===== config.mk =====
export PLATFORM = sky130hd
export DESIGN_NAME = lsu_riscv
export DESIGN_NICKNAME = d
export VERILOG_FILES = /design/src/rtl/lsu_riscv.sv
export SDC_FILE = /design/constraint.sdc
export NUM_CORES = 1
export LEC_CHECK = 0
export ABC_AREA = 1
export CORE_MARGIN = 5
export CORE_UTILIZATION = 50
export CTS_BUF_LIST = sky130_fd_sc_hd__clkbuf_16
export DETAILED_ROUTE_END_ITERATION = 12
export PLACE_DENSITY = 0.86
export SETUP_SLACK_MARGIN = 0.1
export SKIP_CTS_REPAIR_TIMING = 1
export SLEW_MARGIN = 20
export SYNTH_ARGS = -nofsm -noshare
export SYNTH_HDL_FRONTEND = slang
export SYNTH_SLANG_ARGS = --single-unit

===== constraint.sdc =====
create_clock -name clk_i -period 5.46 [get_ports clk_i]
set_clock_uncertainty 0.1 [all_clocks]
set_input_delay 1.638 -clock clk_i [delete_from_list [all_inputs] [get_ports clk_i]]
set_output_delay 1.638 -clock clk_i [all_outputs]
set_load 0.005 [all_outputs]

===== src/rtl/lsu_riscv.sv =====
// rtl/lsu_riscv.sv - load-store unit bridging execute stage and data-memory bus
module lsu_riscv (
    input  logic        clk_i,
    input  logic        arstn_i,
    input  logic        lsu_req_i,
    input  logic        lsu_we_i,
    input  logic [2:0]  lsu_size_i,
    input  logic [31:0] lsu_addr_i,
    input  logic [31:0] lsu_data_i,
    output logic [31:0] lsu_data_o,
    output logic        lsu_stall_req_o,
    output logic        lsu_misaligned_o,
    output logic        data_req_o,
    output logic        data_we_o,
    output logic [3:0]  data_be_o,
    output logic [31:0] data_addr_o,
    output logic [31:0] data_wdata_o,
    input  logic        data_gnt_i,
    input  logic        data_rvalid_i,
    input  logic [31:0] data_rdata_i
);

    typedef enum logic [1:0] {IDLE, REQ, WAIT, DONE} state_t;

    state_t      state;
    logic        we_q;
    logic [2:0]  size_q;
    logic [31:0] addr_q;
    logic [3:0]  be_q;
    logic [31:0] wdata_q;
    logic [31:0] rbuf_q;

    logic        misaligned;
    logic [3:0]  be_c;
    logic [31:0] wdata_c;
    logic        idle_req;
    logic [31:0] lane_shift;
    logic [15:0] half_sel;
    logic [31:0] load_ext;

    // Decode alignment, byte enables and lane-replicated store data from the incoming request
    always_comb begin
        misaligned = 1'b0;
        be_c       = 4'b0001 << lsu_addr_i[1:0];
        wdata_c    = {4{lsu_data_i[7:0]}};
        case (lsu_size_i)
            3'd1, 3'd5: begin
                misaligned = lsu_addr_i[0];
                be_c       = 4'b0011 << {lsu_addr_i[1], 1'b0};
                wdata_c    = {2{lsu_data_i[15:0]}};
            end
            3'd2: begin
                misaligned = |lsu_addr_i[1:0];
                be_c       = 4'b1111;
                wdata_c    = lsu_data_i;
            end
            default: ;
        endcase
    end

    // Access sequencer: latch request, hold it on the bus until granted, then await the response
    always_ff @(posedge clk_i or negedge arstn_i) begin
        if (!arstn_i) begin
            state   <= IDLE;
            we_q    <= 1'b0;
            size_q  <= 3'd0;
            addr_q  <= 32'd0;
            be_q    <= 4'd0;
            wdata_q <= 32'd0;
            rbuf_q  <= 32'd0;
        end else begin
            case (state)
                IDLE: begin
                    if (lsu_req_i) begin
                        if (misaligned) begin
                            // Clear the buffer so a faulting access never returns stale load data
                            rbuf_q <= 32'd0;
                            state  <= DONE;
                        end else begin
                            we_q    <= lsu_we_i;
                            size_q  <= lsu_size_i;
                            addr_q  <= lsu_addr_i;
                            be_q    <= be_c;
                            wdata_q <= wdata_c;
                            state   <= REQ;
                        end
                    end
                end
                REQ: begin
                    if (data_gnt_i) state <= WAIT;
                end
                WAIT: begin
                    if (data_rvalid_i) begin
                        rbuf_q <= data_rdata_i;
                        state  <= DONE;
                    end
                end
                default: state <= IDLE;
            endcase
        end
    end

    // Select the addressed lane of the read buffer and extend it to 32 bits
    always_comb begin
        lane_shift = rbuf_q >> {addr_q[1:0], 3'b000};
        half_sel   = addr_q[1] ? rbuf_q[31:16] : rbuf_q[15:0];
        case (size_q)
            3'd1:    load_ext = {{16{half_sel[15]}}, half_sel};
            3'd5:    load_ext = {16'd0, half_sel};
            3'd2:    load_ext = rbuf_q;
            3'd4:    load_ext = {24'd0, lane_shift[7:0]};
            default: load_ext = {{24{lane_shift[7]}}, lane_shift[7:0]};
        endcase
    end

    // Drive core and bus outputs from the current state; everything idles at zero
    always_comb begin
        idle_req         = (state == IDLE) && lsu_req_i;
        lsu_stall_req_o  = (idle_req && !misaligned) || (state == REQ) || (state == WAIT);
        lsu_misaligned_o = idle_req && misaligned;
        data_req_o       = (state == REQ);
        data_we_o        = (state == REQ) && we_q;
        data_be_o        = (state == REQ) ? be_q : 4'd0;
        data_addr_o      = (state == REQ) ? {addr_q[31:2], 2'b00} : 32'd0;
        data_wdata_o     = (state == REQ) ? wdata_q : 32'd0;
        lsu_data_o       = ((state == DONE) && !we_q) ? load_ext : 32'd0;
    end

endmodule


**Word level (Yosys, flattened, before mapping)**

Index checks and enable logic that the tools add are counted.
W data, S select, Z words.

- Reduce and logical (&&, ||, !) cells: 16
- Shifts and indexed selects: 3
- Bitwise gates (word level): 1
- Eq/ne operators: 14
- Mux-type cells: 18

Operators with widths:

| operator | count |
|---|---|
| $mux W32 | 6 |
| $pmux W32 S2 | 2 |
| $pmux W32 S4 | 1 |
| $shr A32 B5 Y8 | 1 |
| $mux W16 | 1 |
| $eq A3 B3 Y1 const B | 3 |
| $mux W2 | 4 |
| $pmux W4 S2 | 1 |
| $eq A3 B1 Y1 const B | 2 |
| $eq A3 B2 Y1 const B | 2 |
| $ne A2 B2 Y1 const B | 3 |
| $pmux W2 S3 | 1 |
| $reduce_and A3 Y1 | 2 |
| $logic_and A1 B1 Y1 | 5 |
| $eq A2 B2 Y1 const B | 2 |
| $mux W4 | 1 |
| $reduce_and A4 Y1 | 1 |
| $reduce_or A2 Y1 | 2 |
| $shl A1 B2 Y4 const A | 1 |
| $shl A2 B2 Y4 const A | 1 |
| $eq A2 B1 Y1 const B | 1 |
| $logic_not A1 Y1 | 2 |
| $logic_not A2 Y1 | 1 |
| $logic_or A1 B1 Y1 | 2 |
| other kinds (4) | 4 |

- Word-level logic and storage cells: 59
- Register bits: 106
- Input bits: 105
- Output and inout port bits: 104

**Logic depth before layout (Yosys ltp)**

Gate-level depths: netlist of the first run.

- Word-level depth: 7
- Gate-level depth with buffers: 10
- Gate-level depth less buffers: 9

**Least setup slack after synthesis of the first run**

Ideal clock, no wire load.

- Kind: in2out
- Start point: input lsu_size_i[0]
- End point: output lsu_stall_req_o
- Buffers on the path: 1
- Stages: 7
- Setup slack: 1.334 ns
- Data required time: 3.722 ns
- Data arrival time: 2.388 ns
- Path through: inv_2 > nand3_1 > nand2_1 > nand2_1 > nand2_4 > buf_2 > nand2_1

- Longest elaborated chain between the ends: 7
- Elaborated cells on any way between the ends: 9
- Classes of those cells: 3 x eq/ne; 1 x mux; 5 x reduce/logical

Ends and longest elaborated chain:

| item | line | RTL |
|---|---|---|
| start: declaration | 7 | `input logic [2:0] lsu_size_i,` |
| $eq A3 B1 Y1 / $eq A3 B3 Y1 (equally long branches) | 46 | `case (lsu_size_i)` |
| $reduce_or A2 Y1 | 46 |  |
| $pmux W1 S2 (*) | 46 |  |
| $logic_not A1 Y1 (*) | 119 | `lsu_stall_req_o = (idle_req && !misaligned) \|\| (state == REQ) \|\| (state == WAIT);` |
| $logic_and A1 B1 Y1 (*) | 119 |  |
| $logic_or A1 B1 Y1 (*) (2 in a row) | 119 |  |
| end: declaration | 11 | `output logic lsu_stall_req_o,` |

Mark *: on every way between the ends. The rest lies on a longest branch, timed or not.

**Worst setup path in the final report of the first run**

- Start point: input lsu_size_i[1]
- End point: output lsu_misaligned_o

- Longest elaborated chain between the ends: 4
- Elaborated cells on any way between the ends: 6
- Classes of those cells: 3 x eq/ne; 1 x mux; 2 x reduce/logical

Ends and longest elaborated chain:

| item | line | RTL |
|---|---|---|
| $eq A3 B1 Y1 / $eq A3 B3 Y1 (equally long branches) | 46 |  |
| $reduce_or A2 Y1 | 46 |  |
| $pmux W1 S2 (*) | 46 |  |
| $logic_and A1 B1 Y1 (*) | 120 | `lsu_misaligned_o = idle_req && misaligned;` |
| end: declaration | 12 | `output logic lsu_misaligned_o,` |

Marked as above.

==> results.md, run 1 <==
* Per-cell via count in the routed design at 4.956
* Remaining global-route overflow at 0
* Max Slew Vio Count at 0
* Fraction of the core area covered by cells at the end of the flow at 0.6936
* FF+latch count, synth at 106
* Deepest level of the CTS H-tree at 3
* TritonCTS Buffers at 9
* Syn-to-layout area delta at 37.12%
* WP data required at 3720 ps
* Mapped Area at 0.006357 sq mm
* Final ANT Viol Nets at 0
* All-Layer GR Usage at 0.2578
* Wire length of the first global-routing pass at 30380 microns
* Max clock buf depth at 2
* Setup slack of the worst register-to-register path at 2630 ps
* CTS tree: yes
* # diodes at 0
* Number of detailed-routing iterations run before antenna repair at 5
* Post-placement cell count at 1312
* Share of post-route cells with drive strength above 1 at 0.03633
* Synthesized area per cell at 6.500 sq um
* Maximum number of pins on one net before global-route repair at 91
* Number of standard cells in the layout, taps in and fillers out at 1328
* Number of nets in the finished design at 1260
* Horizontal die dimension at 122.8 microns
* Placement Rows at 41
* Via count of the first global-routing pass at 6096
* Final count of hold timing violations at 0
* Overall die height at 122.8 microns
* Worst setup path category: in2out
* Post-Syn Instances at 978
* Static leakage at 4.689 nW
* Post-route worst setup slack at 502.6 ps
* Complex-gate fraction of the synthesized area at 0.05511
* Last weighted congestion value of the routability-driven placer at 0.9064
* Clock Sinks at 106
* Critical Path Sink Type: primary output
* Synth Area in Simple Gates at 0.4005
* Insertion delay of the later-clocked pin in the worst-skew pair at 350 ps
* R2r worst-path depth at 9
* Average wire per cell in the routed design at 14.40 microns
* Clock edge transition at the registers on the reported setup and hold paths at 60 ps
* Root Buffer: sky130_fd_sc_hd__clkbuf_16
* Initial DRC Count at 558
* Maximum clock frequency at 201.7 MHz
* Hold worst-path end: rbuf_q[13]$_DFFE_PN0P_
* Max-cap check violation count at 0
* Sequential cell area fraction in the yosys report at 0.4172
* Worst r2r dst: rbuf_q[28]$_DFFE_PN0P_
* Synth Area in XOR/XNOR at 0
* Synthesis warning total at 0
* Setup violation total in the final timing report at 0
* Unrepaired setup endpoints after global routing: no
* Worst hold stages at 2
* VDD IR max at 307.2 uV
* Worst slack after detailed placement at 503.8 ps
* Placed wire-length estimate after detailed placement at 13710 microns
* Worst-path maximum fanout at 3
* Detailed-route DRC error count at 0
* Share of the clock period used by the worst path at 0.9080
* IO buf count at 206
* Antenna violations before repair at 0
* Min-Delay Path Class: reg2reg
* HP Start: rbuf_q[13]$_DFFE_PN0P_
* Tightest Pin Transition at 1033 ps
* Reg-to-Reg Start: state[0]$_DFFE_PN0P_
* Outcome: completed
* Main combinational cell family by area after synthesis: simple AND/OR/NAND/NOR gates
* Total Die Area at 0.01507 sq mm
* Worst slew slack as a fraction of its limit at 0.3095
* TNS Setup at 0 ps
* Multiplexer share of the synthesized area at 0
* Cell area power density at 477.1 mW/mm^2
* Library cells used by synthesis at 23
* Ports at 209
* Critical Path AT at 3220 ps
* Final routed wirelength across all metal layers at 19120 microns
* Final min period at 4957 ps
* Adder-Cell Fraction of Synth Area at 0.007872
* Total vias in the final route at 6581
* Initial Utilization at 0.5058
* Element type at the critical path start: input pin
* Core footprint at 0.01257 sq mm
* Total Power Consumption at 4.159 mW
[cell families after synthesis]
group / count (synthesis)
and+or+nand+nor: 616
buffers and inverters: 181
DFF: 106
AOI/OAI and AO/OA: 70
adders and majority gates: 4
other: 1
[worst max path at each step]
stage,startpoint,end,slack [ps],cells after the start
after CTS,lsu_size_i[1],lsu_misaligned_o,500,6
final,lsu_size_i[1],lsu_misaligned_o,500,7
after global placement,lsu_size_i[1],lsu_stall_req_o,530,8
after detailed placement,lsu_size_i[1],lsu_stall_req_o,500,8
after global routing,lsu_size_i[1],lsu_misaligned_o,370,7
after floorplan,lsu_size_i[0],lsu_stall_req_o,1330,7
[per-stage QoR]
stage	cell area, sq um	hold WS [ps]
detailed placement	8429	359.1
floorplan	6361	341.9
CTS	8713	378.1
global placement	8429	354.0
global route	8717	395.0
finish	8717	373.2
[layout make-up]
cell class / instances / area [sq um]
Fill cell: 1078 / 3851
Clock buffer: 9 / 225.2
Sequential cell: 106 / 2653
Clock inverter: 7 / 58.81
Tap cell: 172 / 215.2
Inverter: 128 / 483.0
Timing Repair Buffer: 214 / 2123
Multi-Input combinational cell: 692 / 2959
[cell usage in the layout, fill, tap and decap left out]
| cell | instances |
|---|---|
| sky130_fd_sc_hd__o21ai_1 | 18 |
| sky130_fd_sc_hd__conb_1 | 2 |
| sky130_fd_sc_hd__o21ai_0 | 37 |
| sky130_fd_sc_hd__nand3b_1 | 32 |
| sky130_fd_sc_hd__nand2_2 | 4 |
| sky130_fd_sc_hd__nor2_1 | 71 |
| sky130_fd_sc_hd__clkdlybuf4s50_1 | 205 |
| sky130_fd_sc_hd__inv_6 | 1 |
| sky130_fd_sc_hd__clkinv_2 | 1 |
| sky130_fd_sc_hd__inv_1 | 121 |
| sky130_fd_sc_hd__nand3_1 | 45 |
| sky130_fd_sc_hd__ha_1 | 3 |
| sky130_fd_sc_hd__a21oi_1 | 15 |
| sky130_fd_sc_hd__bufinv_16 | 1 |
| sky130_fd_sc_hd__nor2_2 | 2 |
| sky130_fd_sc_hd__inv_2 | 7 |
| sky130_fd_sc_hd__nand2_4 | 3 |
| sky130_fd_sc_hd__nor2_4 | 3 |
| sky130_fd_sc_hd__inv_4 | 1 |
| sky130_fd_sc_hd__nand2_1 | 456 |
| sky130_fd_sc_hd__clkinv_1 | 3 |
| sky130_fd_sc_hd__buf_4 | 8 |
| sky130_fd_sc_hd__ha_2 | 1 |
| sky130_fd_sc_hd__dfrtp_1 | 106 |
| sky130_fd_sc_hd__clkbuf_16 | 9 |
| sky130_fd_sc_hd__buf_6 | 1 |
[synth_stat cells, drive strengths merged]
library cell / number / share of area
nand3b: 32 / 0.038
a21oi: 15 / 0.012
buf: 41 / 0.035
nand2: 463 / 0.28
clkbuf: 12 / 0.0073
o21ai: 55 / 0.043
inv: 128 / 0.076
nor2: 76 / 0.049
conb: 1 / 0.00059
ha: 4 / 0.0079
nand3: 45 / 0.035
dfrtp: 106 / 0.42
[metal layers]
layer / vias up / wire, microns / global-route usage
met2: 281 / 8932 / 0.4141
met3: 26 / 2107 / 0.1055
li1: 3264 / - / -
met5: - / 0 / 0
met1: 3010 / 7735 / 0.3224
met4: 0 / 344 / 0.06858
[registers in the layout, summed over array words and instances, names as in the netlist]
signal and cells:
addr_q 32, rbuf_q 32, wdata_q 32, be_q 4
size_q 3, state 2, we_q 1
[critical path, stage by stage]
cell,delay [ps]
sky130_fd_sc_hd__clkdlybuf4s50_1,490
sky130_fd_sc_hd__inv_2,110
sky130_fd_sc_hd__nand3_1,80
sky130_fd_sc_hd__nand2_1,100
sky130_fd_sc_hd__nand2_1,100
sky130_fd_sc_hd__nor2_1,120
sky130_fd_sc_hd__clkdlybuf4s50_1,570
[power by group]
part / switching, mW / internal (mW)
registers: 0.254 / 1.13
clock network: 0.286 / 0.350
logic: 1.26 / 0.881
total: 1.80 / 2.36
Note: power is estimated with default switching activity, not from simulation.
==> run 2: changes to the inputs <==
--- a/config.mk
+++ b/config.mk
@@ -7,12 +7,11 @@
 export LEC_CHECK = 0
 export ABC_AREA = 1
 export CORE_MARGIN = 5
-export CORE_UTILIZATION = 50
+export CORE_UTILIZATION = 37
 export CTS_BUF_LIST = sky130_fd_sc_hd__clkbuf_16
 export DETAILED_ROUTE_END_ITERATION = 12
-export PLACE_DENSITY = 0.86
+export PLACE_DENSITY = 0.67
 export SETUP_SLACK_MARGIN = 0.1
-export SKIP_CTS_REPAIR_TIMING = 1
 export SLEW_MARGIN = 20
 export SYNTH_ARGS = -nofsm -noshare
 export SYNTH_HDL_FRONTEND = slang
==> run 2 against run 1 <==
  * Non-clock buffer count is 1 higher
  * Fmax decreased by 0.58%
  * Critical path depth is 1 lower
  * Register-to-register slack about the same
  * Final cell count is 4.1% higher
  * Via count fell by 3.8%
  * Routed wire length increased by 3.5%
  * Clock-buffer cell count stayed put
  * Power grew 1.2%
  * First-iteration DRC count is 31% lower
  * Die area is 32% higher
  * Setup slack worse by 29 ps
  * Critical endpoint unchanged
  * Largest power group unchanged
  * Highest routed layer unchanged
==> results.md, run 2 (synthesis results as in run 1) <==
* Outcome: completed
* Syn-to-layout area delta at 38.61%
* Share of the clock period used by the worst path at 0.9132
* Max Slew Vio Count at 0
* Antenna violations before repair at 0
* Reg-to-Reg Start: state[0]$_DFFE_PN0P_
* Fraction of the core area covered by cells at the end of the flow at 0.5167
* Critical Path Sink Type: primary output
* Number of standard cells in the layout, taps in and fillers out at 1382
* Final min period at 4986 ps
* Initial Utilization at 0.3727
* TritonCTS Buffers at 9
* Critical Path AT at 3250 ps
* Static leakage at 4.703 nW
* Final ANT Viol Nets at 0
* Last weighted congestion value of the routability-driven placer at 0.9415
* Maximum number of pins on one net before global-route repair at 91
* Number of detailed-routing iterations run before antenna repair at 5
* TNS Setup at 0 ps
* Total Power Consumption at 4.208 mW
* Total Die Area at 0.01990 sq mm
* Final count of hold timing violations at 0
* Overall die height at 141.1 microns
* Final routed wirelength across all metal layers at 19790 microns
* Maximum clock frequency at 200.6 MHz
* IO buf count at 206
* Tightest Pin Transition at 1038 ps
* R2r worst-path depth at 9
* Horizontal die dimension at 141.1 microns
* CTS tree: yes
* Beginning of the critical path: lsu_size_i[1]
* Hold slack final at 371.2 ps
* DP Area at 0.008503 sq mm
* Worst slew slack as a fraction of its limit at 0.3066
* Via count of the first global-routing pass at 6112
* Deepest level of the CTS H-tree at 3
* Core footprint at 0.01706 sq mm
* Max-cap check violation count at 0
* Initial DRC Count at 385
* Cell area power density at 477.5 mW/mm^2
* Internal power of the cells at 2.405 mW
* Design Area, Final at 0.008812 sq mm
* Post-CTS Hold Buffers at 0
* WP data required at 3720 ps
* Post-placement cell count at 1366
* Fraction of power spent switching nets at 0.4285
* Resized cells post-CTS at 0
* Wire length of the first global-routing pass at 31820 microns
* Sequential fraction of design power at 0.327
* Clock Sinks at 106
* Placed wire-length estimate after detailed placement at 14510 microns
* Unrepaired setup endpoints after global routing: no
* Most used cells in the layout excluding fill and tap cells: 456 x sky130_fd_sc_hd__nand2_1, 205 x sky130_fd_sc_hd__clkdlybuf4s50_1, 121 x sky130_fd_sc_hd__inv_1
* Placement Rows at 48
* Part of the total power dissipated in the clock network at 0.163
* Max clock buf depth at 2
* Detailed-route DRC error count at 0
* Worst hold stages at 2
* Biggest regs: addr_q: 32 flops, rbuf_q: 32 flops, wdata_q: 32 flops
* HP Start: rbuf_q[17]$_DFFE_PN0P_
* Min-Delay Path Class: reg2reg
* Number of nets in the finished design at 1261
* Remaining global-route overflow at 0
* Post-route worst setup slack at 473.7 ps
* Share of total power in combinational logic at 0.510
* All-Layer GR Usage at 0.1980
* Clock edge transition at the registers on the reported setup and hold paths at 60 ps
* Average wire per cell in the routed design at 14.32 microns
* # diodes at 0
* Share of post-route cells with drive strength above 1 at 0.03717
* Insertion delay of the later-clocked pin in the worst-skew pair at 350 ps
* Worst setup path category: in2out
* Commonest non-fill, non-tap cell in the layout: sky130_fd_sc_hd__nand2_1
* Total vias in the final route at 6331
* Worst-path maximum fanout at 3
* Element type at the critical path start: input pin
* Per-cell via count in the routed design at 4.581
* Root Buffer: sky130_fd_sc_hd__clkbuf_16
* P_sw at 1.803 mW
* VDD IR max at 215.1 uV
* Setup violation total in the final timing report at 0
* Worst slack after detailed placement at 418.0 ps
* Number of buffers inserted to repair setup after CTS at 0
* Ports at 209
[run 2: path summary, 6_finish.rpt]
kind	endpoint	slack, ps
max in group asynchronous	rbuf_q[28]$_DFFE_PN0P_	3220
worst max register to register	rbuf_q[19]$_DFFE_PN0P_	2640
worst min-delay path	rbuf_q[17]$_DFFE_PN0P_	370
worst min register to register	rbuf_q[17]$_DFFE_PN0P_	370
worst max-delay path	lsu_misaligned_o	470
min in group asynchronous	addr_q[4]$_DFFE_PN0P_	1120
[run 2: layer usage]
metal / up-vias / part of all wire / GRT usage
met4: 0 / 0.016 / 0.05711
met5: - / 0 / 0
li1: 3270 / - / -
met2: 218 / 0.45 / 0.3175
met3: 20 / 0.11 / 0.08005
met1: 2823 / 0.43 / 0.2467
[run 2: final cells by class]
| cell class | count | area (sq um) |
|---|---|---|
| Timing Repair Buffer | 215 | 2127 |
| Sequential cell | 106 | 2653 |
| Fill cell | 1728 | 8244 |
| Multi-Input combinational cell | 692 | 2959 |
| Tap cell | 225 | 281.5 |
| Inverter | 128 | 483.0 |
| Clock inverter | 7 | 83.83 |
| Clock buffer | 9 | 225.2 |
[run 2: power by group through the flow]
stage	Combinational, mW	Clock (mW)	Sequential (mW)
after floorplan	1.40	0	1.29
after global placement	2.16	0	1.38
after detailed placement	2.17	0	1.38
after CTS	2.18	0.705	1.37
after global routing	2.45	0.734	1.42
final	2.15	0.687	1.38
[run 2: worst max-delay path, cell delays in order]
cell and delay [ps]:
sky130_fd_sc_hd__clkdlybuf4s50_1 550, sky130_fd_sc_hd__nand3_1 130, sky130_fd_sc_hd__nand2_1 90, sky130_fd_sc_hd__nand2_1 100, sky130_fd_sc_hd__nor2_1 190, sky130_fd_sc_hd__clkdlybuf4s50_1 540
